===== config.mk =====
export PLATFORM = sky130hd
export DESIGN_NAME = tm1638_frame_ctrl
export DESIGN_NICKNAME = d
export VERILOG_FILES = /design/src/rtl/tm1638_frame_ctrl.sv
export SDC_FILE = /design/constraint.sdc
export NUM_CORES = 1
export LEC_CHECK = 0
export ABC_AREA = 1
export BUFFER_PORTS_ARGS = -buffer_cell sky130_fd_sc_hd__buf_2
export CORE_AREA = 5 5 135 137
export CTS_CLUSTER_DIAMETER = 200
export DETAILED_ROUTE_END_ITERATION = 6
export DIE_AREA = 0 0 140 142
export PLACE_DENSITY_LB_ADDON = 0.3
export SYNTH_ARGS = -nofsm -noshare
export SYNTH_HDL_FRONTEND = slang
export SYNTH_SLANG_ARGS = --single-unit

===== constraint.sdc =====
create_clock -name i_Clk -period 4.4 [get_ports i_Clk]
set_input_delay 0.88 -clock i_Clk [delete_from_list [all_inputs] [get_ports i_Clk]]
set_output_delay 0.88 -clock i_Clk [all_outputs]
set_load 0.01 [all_outputs]

===== src/rtl/tm1638_frame_ctrl.sv =====
// Frame sequencer for the TM1638 SPI engine. It snapshots the display image,
// issues 19 transactions per frame, captures the key-scan word, then waits out a refresh interval.
module tm1638_frame_ctrl #(
  parameter  int REFRESH_CYCLES = 250000,
  localparam int CNT_WIDTH      = $clog2(REFRESH_CYCLES + 1)
) (
  input  logic         i_Clk,
  input  logic         i_Rst_n,
  input  logic [127:0] i_Seg_Data,
  input  logic [2:0]   i_Brightness,
  input  logic         i_Display_On,
  output logic         o_SPI_Data_Ready,
  output logic [17:0]  o_SPI_Data,
  input  logic         i_SPI_Busy,
  input  logic [31:0]  i_SPI_Read_Data,
  output logic [31:0]  o_Keys,
  output logic         o_Keys_Valid,
  output logic         o_Frame_Done
);

  typedef enum logic [2:0] {
    S_FRAME_START,
    S_ISSUE,
    S_ACK,
    S_DONE,
    S_REFRESH
  } state_e;

  localparam logic [4:0]           LAST_IDX = 5'd18;
  localparam logic [CNT_WIDTH-1:0] CNT_LAST = CNT_WIDTH'(REFRESH_CYCLES - 1);

  state_e               state_q, state_d;
  logic [4:0]           idx_q, idx_d;
  logic [CNT_WIDTH-1:0] cnt_q, cnt_d;
  logic [127:0]         snap_seg_q, snap_seg_d;
  logic [2:0]           snap_bri_q, snap_bri_d;
  logic                 snap_on_q, snap_on_d;
  logic                 ready_q, ready_d;
  logic [17:0]          data_q, data_d;
  logic [31:0]          keys_q, keys_d;
  logic                 keys_valid_q, keys_valid_d;
  logic                 frame_done_q, frame_done_d;

  // Word for a transaction index: mode command, 16 data writes, display control, key scan.
  function automatic logic [17:0] table_word(input logic [4:0]   idx,
                                             input logic [127:0] seg,
                                             input logic [2:0]   bri,
                                             input logic         on);
    logic [3:0] k;
    k = 4'(idx - 5'd1);
    if (idx == 5'd0)
      table_word = 18'h00044;
    else if (idx <= 5'd16)
      table_word = {1'b0, 1'b1, seg[{k, 3'b000} +: 8], 8'hC0 | {4'h0, k}};
    else if (idx == 5'd17)
      table_word = {10'h000, on ? (8'h88 | {5'b00000, bri}) : 8'h80};
    else
      table_word = 18'h20042;
  endfunction

  always_comb begin
    // NOTE: every _d gets a default before the case so no path leaves it unassigned (no latches).
    state_d      = state_q;
    idx_d        = idx_q;
    cnt_d        = cnt_q;
    snap_seg_d   = snap_seg_q;
    snap_bri_d   = snap_bri_q;
    snap_on_d    = snap_on_q;
    data_d       = data_q;
    keys_d       = keys_q;
    ready_d      = 1'b0;
    keys_valid_d = 1'b0;
    frame_done_d = 1'b0;

    unique case (state_q)
      S_FRAME_START: begin
        snap_seg_d = i_Seg_Data;
        snap_bri_d = i_Brightness;
        snap_on_d  = i_Display_On;
        idx_d      = 5'd0;
        data_d     = table_word(5'd0, i_Seg_Data, i_Brightness, i_Display_On);
        state_d    = S_ISSUE;
      end
      S_ISSUE: begin
        if (!i_SPI_Busy) begin
          ready_d = 1'b1;
          state_d = S_ACK;
        end
      end
      S_ACK: begin
        if (i_SPI_Busy) state_d = S_DONE;
      end
      S_DONE: begin
        if (!i_SPI_Busy) begin
          if (idx_q == LAST_IDX) begin
            keys_d       = i_SPI_Read_Data;
            keys_valid_d = 1'b1;
            frame_done_d = 1'b1;
            cnt_d        = '0;
            state_d      = S_REFRESH;
          end else begin
            idx_d   = idx_q + 5'd1;
            data_d  = table_word(idx_q + 5'd1, snap_seg_q, snap_bri_q, snap_on_q);
            state_d = S_ISSUE;
          end
        end
      end
      S_REFRESH: begin
        if (cnt_q == CNT_LAST) state_d = S_FRAME_START;
        else                   cnt_d   = cnt_q + CNT_WIDTH'(1);
      end
      default: state_d = S_FRAME_START;
    endcase
  end

  // NOTE: sequential state uses non-blocking assignments so every flop samples pre-edge values.
  always_ff @(posedge i_Clk or negedge i_Rst_n) begin
    if (!i_Rst_n) begin
      state_q      <= S_FRAME_START;
      idx_q        <= '0;
      cnt_q        <= '0;
      snap_seg_q   <= '0;
      snap_bri_q   <= '0;
      snap_on_q    <= 1'b0;
      ready_q      <= 1'b0;
      data_q       <= '0;
      keys_q       <= '0;
      keys_valid_q <= 1'b0;
      frame_done_q <= 1'b0;
    end else begin
      state_q      <= state_d;
      idx_q        <= idx_d;
      cnt_q        <= cnt_d;
      snap_seg_q   <= snap_seg_d;
      snap_bri_q   <= snap_bri_d;
      snap_on_q    <= snap_on_d;
      ready_q      <= ready_d;
      data_q       <= data_d;
      keys_q       <= keys_d;
      keys_valid_q <= keys_valid_d;
      frame_done_q <= frame_done_d;
    end
  end

  assign o_SPI_Data_Ready = ready_q;
  assign o_SPI_Data       = data_q;
  assign o_Keys           = keys_q;
  assign o_Keys_Valid     = keys_valid_q;
  assign o_Frame_Done     = frame_done_q;

endmodule


==> run_results.csv <==
group,metric,value,unit
outcome,outcome,"finished, final reports clean",
route,drc_violations_left,0,
yosys,post_synthesis_cell_type_count,29,
critical_path,regToRegSetupSlack,1.47,ns
pwr,power.total,7.592,mW
route,postRouteWirelength,25500,µm
route,routed_wire_length_per_instance,16.37,µm
critical_path,timing.critical_path.fanout_max,27,
clock_network,cts_htree_levels,1,
global_routing,grt_first_pass_wirelength,41440,µm
global_routing,globalRoute.totalOverflow,0,
cells_and_area,finalNetCount,1491,
clock_network,setup_fix_bufs_post_cts,0,
critical_path,regToRegStartpoint,"idx_q[0]",
placed_design,routabilityCongestion,0.9414,
min_path,hold_class,"in2async",
floorplan,floorplan.rows,48,
global_routing,grt_use_total,25.71,%
sta,number_of_failing_hold_endpoints_at_the_final_stage,0,
floorplan,die_outline_area,19880,µm²
sta,post-route-min-period,2.930,ns
placed_design,buffer_ports.inserted,217,
sta,final.hold.worst_slack,0.4349,ns
sta,rsz_0062_raised_after_global_routing,"no",
critical_path,crit_arrival,3.37,ns
yosys,synth.largest_area_cell,"sky130_fd_sc_hd__dfrtp_1",
route,drt_pre_antenna_iters,5,
yosys,post-synth-top-count-cell,"sky130_fd_sc_hd__nand2_1",
route,route.vias.total,8212,
yosys,synth-seq-cells,208,
critical_path,crit_required,4.84,ns
cells_and_area,layout-drive-gt1-share,27.08,%
critical_path,worst-path-buf-inv,1,
critical_path,slowest_delay,0.95,ns
clock_network,cts.path.max_buffers,3,
job,timing.max_cap.violations,0,
route,dr.first_iter.drc_count,562,
route,drt-vias-per-instance,5.271,
yosys,yosys-top-cells-area,"sky130_fd_sc_hd__dfrtp_1 (53%), sky130_fd_sc_hd__nand2_1 (10%), sky130_fd_sc_hd__mux2_2 (8.9%)",
floorplan,die_w,140,µm
sta,max-slew-margin-rel,18.72,%
yosys,syn-instance-count,1117,
sta,final-max-slew-violation-count,0,
clock_network,clk_pin_slew,0.06,ns
critical_path,worst_setup_path_start_kind,"register",
yosys,netlist.area_leader.share,53.45,%
placed_design,dp.cells,1517,
yosys,ys_seq_area_share,53.45,%
sta,setup_viol,0,
placed_design,detailedPlacementHpwl,18110,µm
critical_path,critical-path-top-cell-by-count,"sky130_fd_sc_hd__nand3_1",
yosys,count_of_flip_flops_with_a_built_in_enable_after_synthesis,0,
sta,timing.clock.skew,0.01186,ns
clock_network,post_cts_resized,0,
clock_network,tritoncts_clock_tree,"built",
yosys,synth_cell_area,9738,µm²
cells_and_area,fill_cells,1332,
sta,layout_worst_path_cycle_share,66.58,%
route,detail-route-antenna-nets,0,
sta,worstMarginPinSlew,1.218,ns
sta,timing.final.ws_setup,1.470,ns
pwr,ir_worst_vdd,384.7,µV
global_routing,first_global_vias,8219,
critical_path,reg2reg_depth,9,
clock_network,numClockSinks,208,
clock_network,cts-buffers-inserted,23,
cells_and_area,area_delta_synth_final,20.81,%
floorplan,initial_utilization,57.50,%
global_routing,grt_max_degree,96,
critical_path,timing_worst_setup_path_type,"reg2reg",
placed_design,post-place-ws,1.409,ns
yosys,synth_area_per_cell,8.718,µm²
cells_and_area,ant_diodes,0,
floorplan,core_area,16940,µm²
critical_path,cell_breakdown_of_the_critical_path,"inv_2 -> ha_1 -> nor2_2 -> nor2_1 -> o21ai_0 -> nand3_1 -> nand3_1 -> nand3_1 -> nand2_1",
critical_path,cpMaxStageDelayCell,"sky130_fd_sc_hd__nor2_2",
clock_network,clock_latency_on_the_worst_skew_pair,0.50,ns
yosys,ys_warn_count,0,
yosys,synth_top_flop_cell,"sky130_fd_sc_hd__dfrtp_1",
critical_path,timing.critical_path.to_type,"register",
sta,clock.fmax,0.3413,GHz
critical_path,critical_path.top_delay_family,"simple AND/OR/NAND/NOR gates",
yosys,async_reset_ff_share,100.0,%
yosys,ys_top_cells_by_count,"sky130_fd_sc_hd__nand2_1 (266), sky130_fd_sc_hd__dfrtp_1 (208), sky130_fd_sc_hd__nor2_1 (138)",
critical_path,reg2reg_to,"o_SPI_Data[12]",
clock_network,cts-root-buf,"sky130_fd_sc_hd__clkbuf_16",
cells_and_area,seq_area,5205,µm²
cells_and_area,layout.cells.non_filler,1558,
global_routing,antenna_violations_before_repair,0,
clock_network,post_cts_hold_buffer_count,0,
pwr,leakagePower,6.160,nW
floorplan,die_height,142,µm
cells_and_area,multi_input_comb_area,3889,µm²
pwr,power_density,645.3,nW/µm²
sta,timing.setup.tns,0,ns
floorplan,count_of_boundary_i_o_pins,220,
==> layer usage <==
metal / track usage, % / vias to the layer above / routed length (µm)
li1: - / 3966 / -
met1: 34.94 / 3865 / 10170
met2: 41.88 / 338 / 12330
met3: 6.015 / 43 / 2274
met4: 7.598 / 0 / 736
met5: 0 / - / 0
==> worst register-to-register path, delay by kind of cell (launching register included) <==
kind	cells	cell delay, ns
AO/OA/AOI/OAI	1	0.20
adder cells (fa/ha/maj)	1	0.36
buffers and inverters	1	0.18
flip-flops	1	0.39
AND/OR/NAND/NOR	6	1.74
==> metrics by stage <==
step | util [%] | instance area (µm²)
finish | 69.47 | 11770
global route | 69.47 | 11770
CTS | 69.47 | 11770
detailed placement | 64.66 | 10950
global placement | 64.66 | 10950
floorplan | - | 9742
==> cells in the final DEF (no fill, tap or decap), types with 3 or more instances in the layout <==
cell and n:
sky130_fd_sc_hd__inv_2 3, sky130_fd_sc_hd__nor2_1 138, sky130_fd_sc_hd__clkinvlp_4 3, sky130_fd_sc_hd__nand4_1 7, sky130_fd_sc_hd__bufinv_16 4, sky130_fd_sc_hd__o21ai_0 63
sky130_fd_sc_hd__nand3_1 79, sky130_fd_sc_hd__clkbuf_8 5, sky130_fd_sc_hd__buf_4 7, sky130_fd_sc_hd__buf_2 216, sky130_fd_sc_hd__dfrtp_1 208, sky130_fd_sc_hd__or2_2 9
sky130_fd_sc_hd__mux2_2 77, sky130_fd_sc_hd__nand2_1 265, sky130_fd_sc_hd__clkinv_2 3, sky130_fd_sc_hd__ha_1 7, sky130_fd_sc_hd__o22ai_1 5, sky130_fd_sc_hd__a21oi_1 70
sky130_fd_sc_hd__clkbuf_16 23, sky130_fd_sc_hd__xor2_1 9, sky130_fd_sc_hd__inv_1 106, sky130_fd_sc_hd__nand3b_1 5
==> flip-flops by register name (all words and copies together) (netlist names) <==
| register | flops |
|---|---|
| snap_bri_q | 3 |
| idx_q | 5 |
| state_q | 3 |
| o_SPI_Data | 16 |
| snap_seg_q | 128 |
| o_SPI_Data_Ready | 1 |
| snap_on_q | 1 |
| cnt_q | 18 |
| o_Frame_Done | 1 |
| o_Keys | 32 |
==> worst max path at each step <==
stage                     from             end  slack [ns]  cells past startpoint
finish                idx_q[0]  o_SPI_Data[12]        1.47                      9
CTS                   idx_q[0]  o_SPI_Data[12]        1.47                      9
floorplan             idx_q[0]  o_SPI_Data[10]        2.44                     12
detailed placement  i_SPI_Busy       cnt_q[14]        1.41                      6
global placement    i_SPI_Busy       cnt_q[17]        1.57                      6
global route          idx_q[0]   o_SPI_Data[8]        1.23                      9
==> area by class of cell <==
class,count,share of cell area [%]
clock buffer,29,5.424
clock inverter,12,1.489
inverter,109,3.478
sequential,208,44.24
multi-input combinational,750,33.05
tap,225,2.393
timing repair buffer,225,9.922
==> power by group <==
group | switching [mW] | internal [mW]
sequential | 0.338 | 2.61
combinational | 1.57 | 1.04
clock | 0.774 | 1.26
==> logic make-up (layout without fill, tap and decap cells) <==
| logic type | count (synthesis) | in the layout | synth area share (%) |
|---|---|---|---|
| other cells | 1 | 2 | 0.03851 |
| compound gates | 142 | 142 | 7.465 |
| simple gates | 513 | 513 | 21.70 |
| mux | 77 | 77 | 8.904 |
| fa+ha+maj | 7 | 7 | 0.8994 |
| flops | 208 | 208 | 53.45 |
| buf+inv | 160 | 375 | 6.733 |
| xor+xnor | 9 | 9 | 0.8095 |
No activity file was read; power rests on OpenSTA's default activity.
